`config.mk`:
```
export PLATFORM = sky130hd
export DESIGN_NAME = serial_subtractor
export DESIGN_NICKNAME = d
export VERILOG_FILES = /design/src/rtl/serial_subtractor_pkg.sv /design/src/rtl/serial_subtractor_full_subtractor.sv /design/src/rtl/serial_subtractor.sv
export SDC_FILE = /design/constraint.sdc
export NUM_CORES = 1
export LEC_CHECK = 0
export ABC_CLOCK_PERIOD_IN_PS = 1140
export CAP_MARGIN = 20
export CORE_MARGIN = 1.5
export CORE_UTILIZATION = 44
export CTS_CLUSTER_SIZE = 12
export DETAILED_ROUTE_END_ITERATION = 8
export PLACE_DENSITY = 0.73
export SYNTH_ARGS = -nofsm -noshare
export SYNTH_HDL_FRONTEND = slang
export SYNTH_SLANG_ARGS = --single-unit
```
`constraint.sdc`:
```
create_clock -name clk -period 1.14 [get_ports clk]
set_input_delay 0.228 -clock clk [delete_from_list [all_inputs] [get_ports clk]]
set_output_delay 0.228 -clock clk [all_outputs]
set_load 0.005 [all_outputs]
```
`src/rtl/serial_subtractor_pkg.sv`:
```
// Shared definitions for the bit-serial subtractor: state encoding and default width.
package serial_subtractor_pkg;

  localparam int unsigned DEFAULT_WIDTH = 4;

  typedef enum logic [1:0] {
    IDLE  = 2'd0,
    SHIFT = 2'd1,
    DONE  = 2'd2
  } state_t;

endpackage

```
`src/rtl/serial_subtractor_full_subtractor.sv`:
```
// Single-bit full-subtractor cell, purely combinational.
module full_subtractor (
  output logic d,
  output logic br_out,
  input  logic a,
  input  logic b,
  input  logic br_in
);

  assign d      = a ^ b ^ br_in;
  assign br_out = (~a & b) | (~(a ^ b) & br_in);

endmodule

```
`src/rtl/serial_subtractor.sv`:
```
// Bit-serial subtractor: one full-subtractor cell processes A - B - bin LSB first,
// one bit per clock, and publishes D/bout when the last bit is done.
module serial_subtractor
  import serial_subtractor_pkg::*;
#(
  parameter int unsigned WIDTH = DEFAULT_WIDTH
) (
  input  logic             clk,
  input  logic             rst,
  input  logic             start,
  input  logic [WIDTH-1:0] A,
  input  logic [WIDTH-1:0] B,
  input  logic             bin,
  output logic             busy,
  output logic             done,
  output logic [WIDTH-1:0] D,
  output logic             bout
);

  localparam int unsigned CW = (WIDTH > 1) ? $clog2(WIDTH) : 1;

  state_t           state;
  state_t           state_next;
  logic [WIDTH-1:0] a_sr;
  logic [WIDTH-1:0] b_sr;
  logic [WIDTH-1:0] res_sr;
  logic [WIDTH-1:0] res_shifted;
  logic             br;
  logic [CW-1:0]    cnt;
  logic             cell_d;
  logic             cell_br;
  logic             last_bit;

  full_subtractor u_cell (
    .d      (cell_d),
    .br_out (cell_br),
    .a      (a_sr[0]),
    .b      (b_sr[0]),
    .br_in  (br)
  );

  assign last_bit    = (cnt == CW'(WIDTH - 1));
  assign res_shifted = {cell_d, res_sr[WIDTH-1:1]};

  // State register
  always_ff @(posedge clk) begin
    if (rst) begin
      state <= IDLE;
    end else begin
      state <= state_next;
    end
  end

  // Next-state logic
  always_comb begin
    state_next = state;
    case (state)
      IDLE:    if (start) state_next = SHIFT;
      SHIFT:   if (last_bit) state_next = DONE;
      DONE:    state_next = IDLE;
      default: state_next = IDLE;
    endcase
  end

  // Datapath and registered status outputs
  always_ff @(posedge clk) begin
    if (rst) begin
      a_sr   <= '0;
      b_sr   <= '0;
      res_sr <= '0;
      br     <= 1'b0;
      cnt    <= '0;
      D      <= '0;
      bout   <= 1'b0;
      busy   <= 1'b0;
      done   <= 1'b0;
    end else begin
      busy <= (state_next == SHIFT);
      done <= (state_next == DONE);
      case (state)
        IDLE: begin
          if (start) begin
            a_sr   <= A;
            b_sr   <= B;
            br     <= bin;
            cnt    <= '0;
            res_sr <= '0;
          end
        end
        SHIFT: begin
          a_sr   <= a_sr >> 1;
          b_sr   <= b_sr >> 1;
          br     <= cell_br;
          res_sr <= res_shifted;
          cnt    <= cnt + CW'(1);
          // The final bit completes the result; publish it in the same edge.
          if (last_bit) begin
            D    <= res_shifted;
            bout <= cell_br;
          end
        end
        default: ;
      endcase
    end
  end

endmodule

```
==> results of run 1 <==
## cell families after synthesis
group	Yosys count
AOI/OAI and AO/OA	20
adders and majority gates	2
buffers and inverters	10
DFF	23
muxes	4
and+or+nand+nor	37
## metrics by stage
stage	util [%]	instance area (sq um)	power, uW	setup TNS [ns]
after floorplan	-	953	1020	-0.00889
after global placement	61.4	1230	1120	-3.90
after detailed placement	61.4	1230	1130	-4.60
after CTS	64.2	1280	1510	-0.210
after global routing	69.1	1380	1600	-0.382
final	69.1	1380	1510	-0.199
## power by group through the flow
stage / combinational [uW] / sequential [uW] / clock, uW
5_1_grt: 304 / 877 / 423
3_3_place_gp: 236 / 883 / 0
2_1_floorplan: 141 / 878 / 0
3_5_place_dp: 246 / 885 / 0
4_1_cts: 257 / 870 / 379
6_report: 280 / 872 / 361
## tightest hold or removal path: cells and delay by family
kind / cells / cell delay, ns
AO/OA/AOI/OAI: 2 / 0.29
buffers and inverters: 1 / 0.15
## final timing paths
kind	endpoint	slack, ns	start
max	D[3]	-0.11	b_sr[0]
min	b_sr[0]	0.40	start
max reg2reg	D[3]	-0.11	b_sr[0]
min reg2reg	D[0]	0.46	D[0]
## layout make-up
class / count / area (sq um)
clock inverter: 1 / 5.00
fill: 159 / 618
multi-input combinational: 63 / 500
clock buffer: 3 / 22.5
inverter: 2 / 7.51
tap: 27 / 33.8
timing repair buffer: 35 / 337
sequential: 23 / 478
## placed cells by master, fill, tap and decap left out, drive strengths merged
cell type	synthesis	routed
ha	1	1
clkdlybuf4s15	0	6
nand3	4	4
a22oi	6	6
dfxtp	23	23
nor4b	4	4
clkbuf	3	4
inv	2	2
buf	5	17
a2111oi	1	1
nand2	4	4
a21oi	5	5
nor4	3	3
fa	1	1
a211oi	5	5
clkdlybuf4s50	0	10
nor3b	4	4
clkinv	0	1
dlymetal6s2s	0	1
a311oi	1	1
nor2b	1	1
mux2i	4	4
o21ba	1	1
nand3b	1	1
o21bai	1	1
nor2	16	16
## metal layers
metal | global-route usage, % | up-vias | routed length, microns | part of all wire (%)
met3 | 1.82 | 4 | 47 | 2.2
met1 | 24.7 | 403 | 890 | 42
met2 | 30.4 | 18 | 1120 | 53
met5 | 0 | - | 0 | 0
li1 | - | 409 | - | -
met4 | 6.94 | 0 | 40 | 1.9
## state kept, by name (all words and copies together), names as in the netlist
signal	count
done	1
br	1
cnt	2
bout	1
b_sr	4
state	2
D	4
res_sr	3
busy	1
a_sr	4
## repair_timing
| item | 4_1_cts | 5_1_grt |
|---|---|---|
| gates resized for setup | 22 | 28 |
| pin swaps | 2 | 4 |
| setup buffers | 1 | 2 |
| setup endpoints to repair | 18 | 20 |
==> results.json, run 1 <==
{
  "first_pass_iters": 4,
  "cp_max_fo": 2,
  "worst-path-buf-inv": 1,
  "max_freq_mhz": 803,
  "netlist.area_leader.share_pct": 48.5,
  "worst-path-stages": 4,
  "p_comb_share_pct": 18.5,
  "diodes": 0,
  "pwr-share-clk_pct": 23.9,
  "place_congestion": 0.783,
  "netlist_instances": 96,
  "hold_class": "input port to register",
  "drt_iter0_markers": 7,
  "timing.max_cap.violations": 0,
  "track_usage_pct": 18.3,
  "violations": "negative setup slack",
  "syn-num-nets": 110,
  "critPathMaxStageDelay_ns": 0.59,
  "muxShareOfSynthArea_pct": 4.22,
  "power_leakage_uw": 0.000529,
  "critPathKind": "register to register",
  "placed_cells": 147,
  "startpoint_type": "register",
  "die_h_microns": 49.5,
  "switching_share_pct": 25.1,
  "syn_area_sq_um": 950,
  "ys_warn_count": 0,
  "drive_above_1_share_pct": 41.7,
  "pre_cts_slack_ns": -0.415,
  "clk_pin_slew_worst_paths_ns": 0.12,
  "drc": 0,
  "synthDistinctLibCells": 25,
  "synth_seq_cells": 23,
  "grt_max_degree": 24,
  "rows": 16,
  "synth_xor_area_share_pct": 0,
  "yosysMostFrequentCell": "dfxtp_1",
  "cp-end-kind": "register",
  "cts_tree": "built",
  "finalSetupViolCount": 3,
  "synth.area.top_cells": "dfxtp_1, nor2_1, a22oi_1",
  "tightest_slew_ns": 0.293,
  "ant_nets": 0,
  "clock-sinks": 23,
  "power.internal_uw": 1130,
  "synth_fa_ha_area_share_pct": 3.43,
  "synth_compound_area_share_pct": 16.1,
  "holdWs_ns": 0.402,
  "cts_hold_buffers": 0,
  "synth_commonest_cells": "dfxtp_1, nor2_1, a22oi_1, a211oi_1, a21oi_1",
  "area_delta_synth_final_pct": 45.7,
  "synth_top_family_by_area": "simple AND/OR/NAND/NOR gates",
  "syn_avg_cell_area_sq_um": 9.89,
  "grt_pass1_vias": 754,
  "p_sw_uw": 379,
  "num_vias": 834,
  "fin_cells": 154,
  "critical_path.cell_chain": "inv_2, fa_2, nand3_2, a21oi_2",
  "grt_setup_unrepaired": "true",
  "ys_seq_area_share_pct": 48.5,
  "slew_violations": 0,
  "ff2ff_path_depth": 4,
  "synth_ff_type": "dfxtp_1",
  "antenna_found_initial": 0,
  "vias_per_cell": 5.42,
  "dp_hpwl_microns": 1460,
  "gr-total-overflow": 0,
  "cts_buffers": 3,
  "hold_viol": 0,
  "start_util_pct": 47.4,
  "coreArea_sq_mm": 0.00200,
  "slew_headroom_pct": 80.4,
  "ios": 19,
  "p_per_area_mw_per_mm2": 1090,
  "nets": 142,
  "status": "finished with violations",
  "io_buffers": 18,
  "ir_worst_vdd_mv": 0.672,
  "post_drt_wl_per_cell_microns": 13.6,
  "synth_simple_gate_area_share_pct": 21.3,
  "root_buffer": "clkbuf_4",
  "async_flop_share_pct": 0,
  "pwr-share-seq_pct": 57.6,
  "layout_worst_path_cycle_share_pct": 109,
  "dieArea_sq_mm": 0.00245,
  "period_needed_ns": 1.25,
  "wirelength_microns": 2100,
  "synth_edf_count": 0,
  "clock_latency_ns": 0.30,
  "crit_family": "adder cells",
  "whs_path_depth": 3,
  "postLayoutSetupSlackWorst_ns": -0.106,
  "grt_pass1_wl_microns": 3470,
  "crit_required_ns": 1.38,
  "fin_skew_ns": 0.00124,
  "h-tree-depth": 1,
  "die_x_microns": 49.5,
  "crit_slowest_cell": "fa_2",
  "clockBufferDepth": 2,
  "yosysTopAreaCell": "dfxtp_1",
  "cp.arrival_ns": 1.48
}
(Power assumes the default switching activity.)
==> run 2: changes to the inputs <==
--- a/config.mk
+++ b/config.mk
@@ -12,6 +12,7 @@
 export CTS_CLUSTER_SIZE = 12
 export DETAILED_ROUTE_END_ITERATION = 8
 export PLACE_DENSITY = 0.73
+export SLEW_MARGIN = 5
 export SYNTH_ARGS = -nofsm -noshare
 export SYNTH_HDL_FRONTEND = slang
 export SYNTH_SLANG_ARGS = --single-unit
==> results of run 2 <==
Same layout as run 1: the final DEF is identical, and so are final timing and power.
==> run 3: changes to the inputs <==
--- a/config.mk
+++ b/config.mk
@@ -11,6 +11,7 @@
 export CORE_UTILIZATION = 44
 export CTS_CLUSTER_SIZE = 12
 export DETAILED_ROUTE_END_ITERATION = 8
+export GPL_ROUTABILITY_DRIVEN = 0
 export PLACE_DENSITY = 0.73
 export SLEW_MARGIN = 5
 export SYNTH_ARGS = -nofsm -noshare
==> results of run 3 <==
Same layout as run 1: the final DEF is identical, and so are final timing and power.
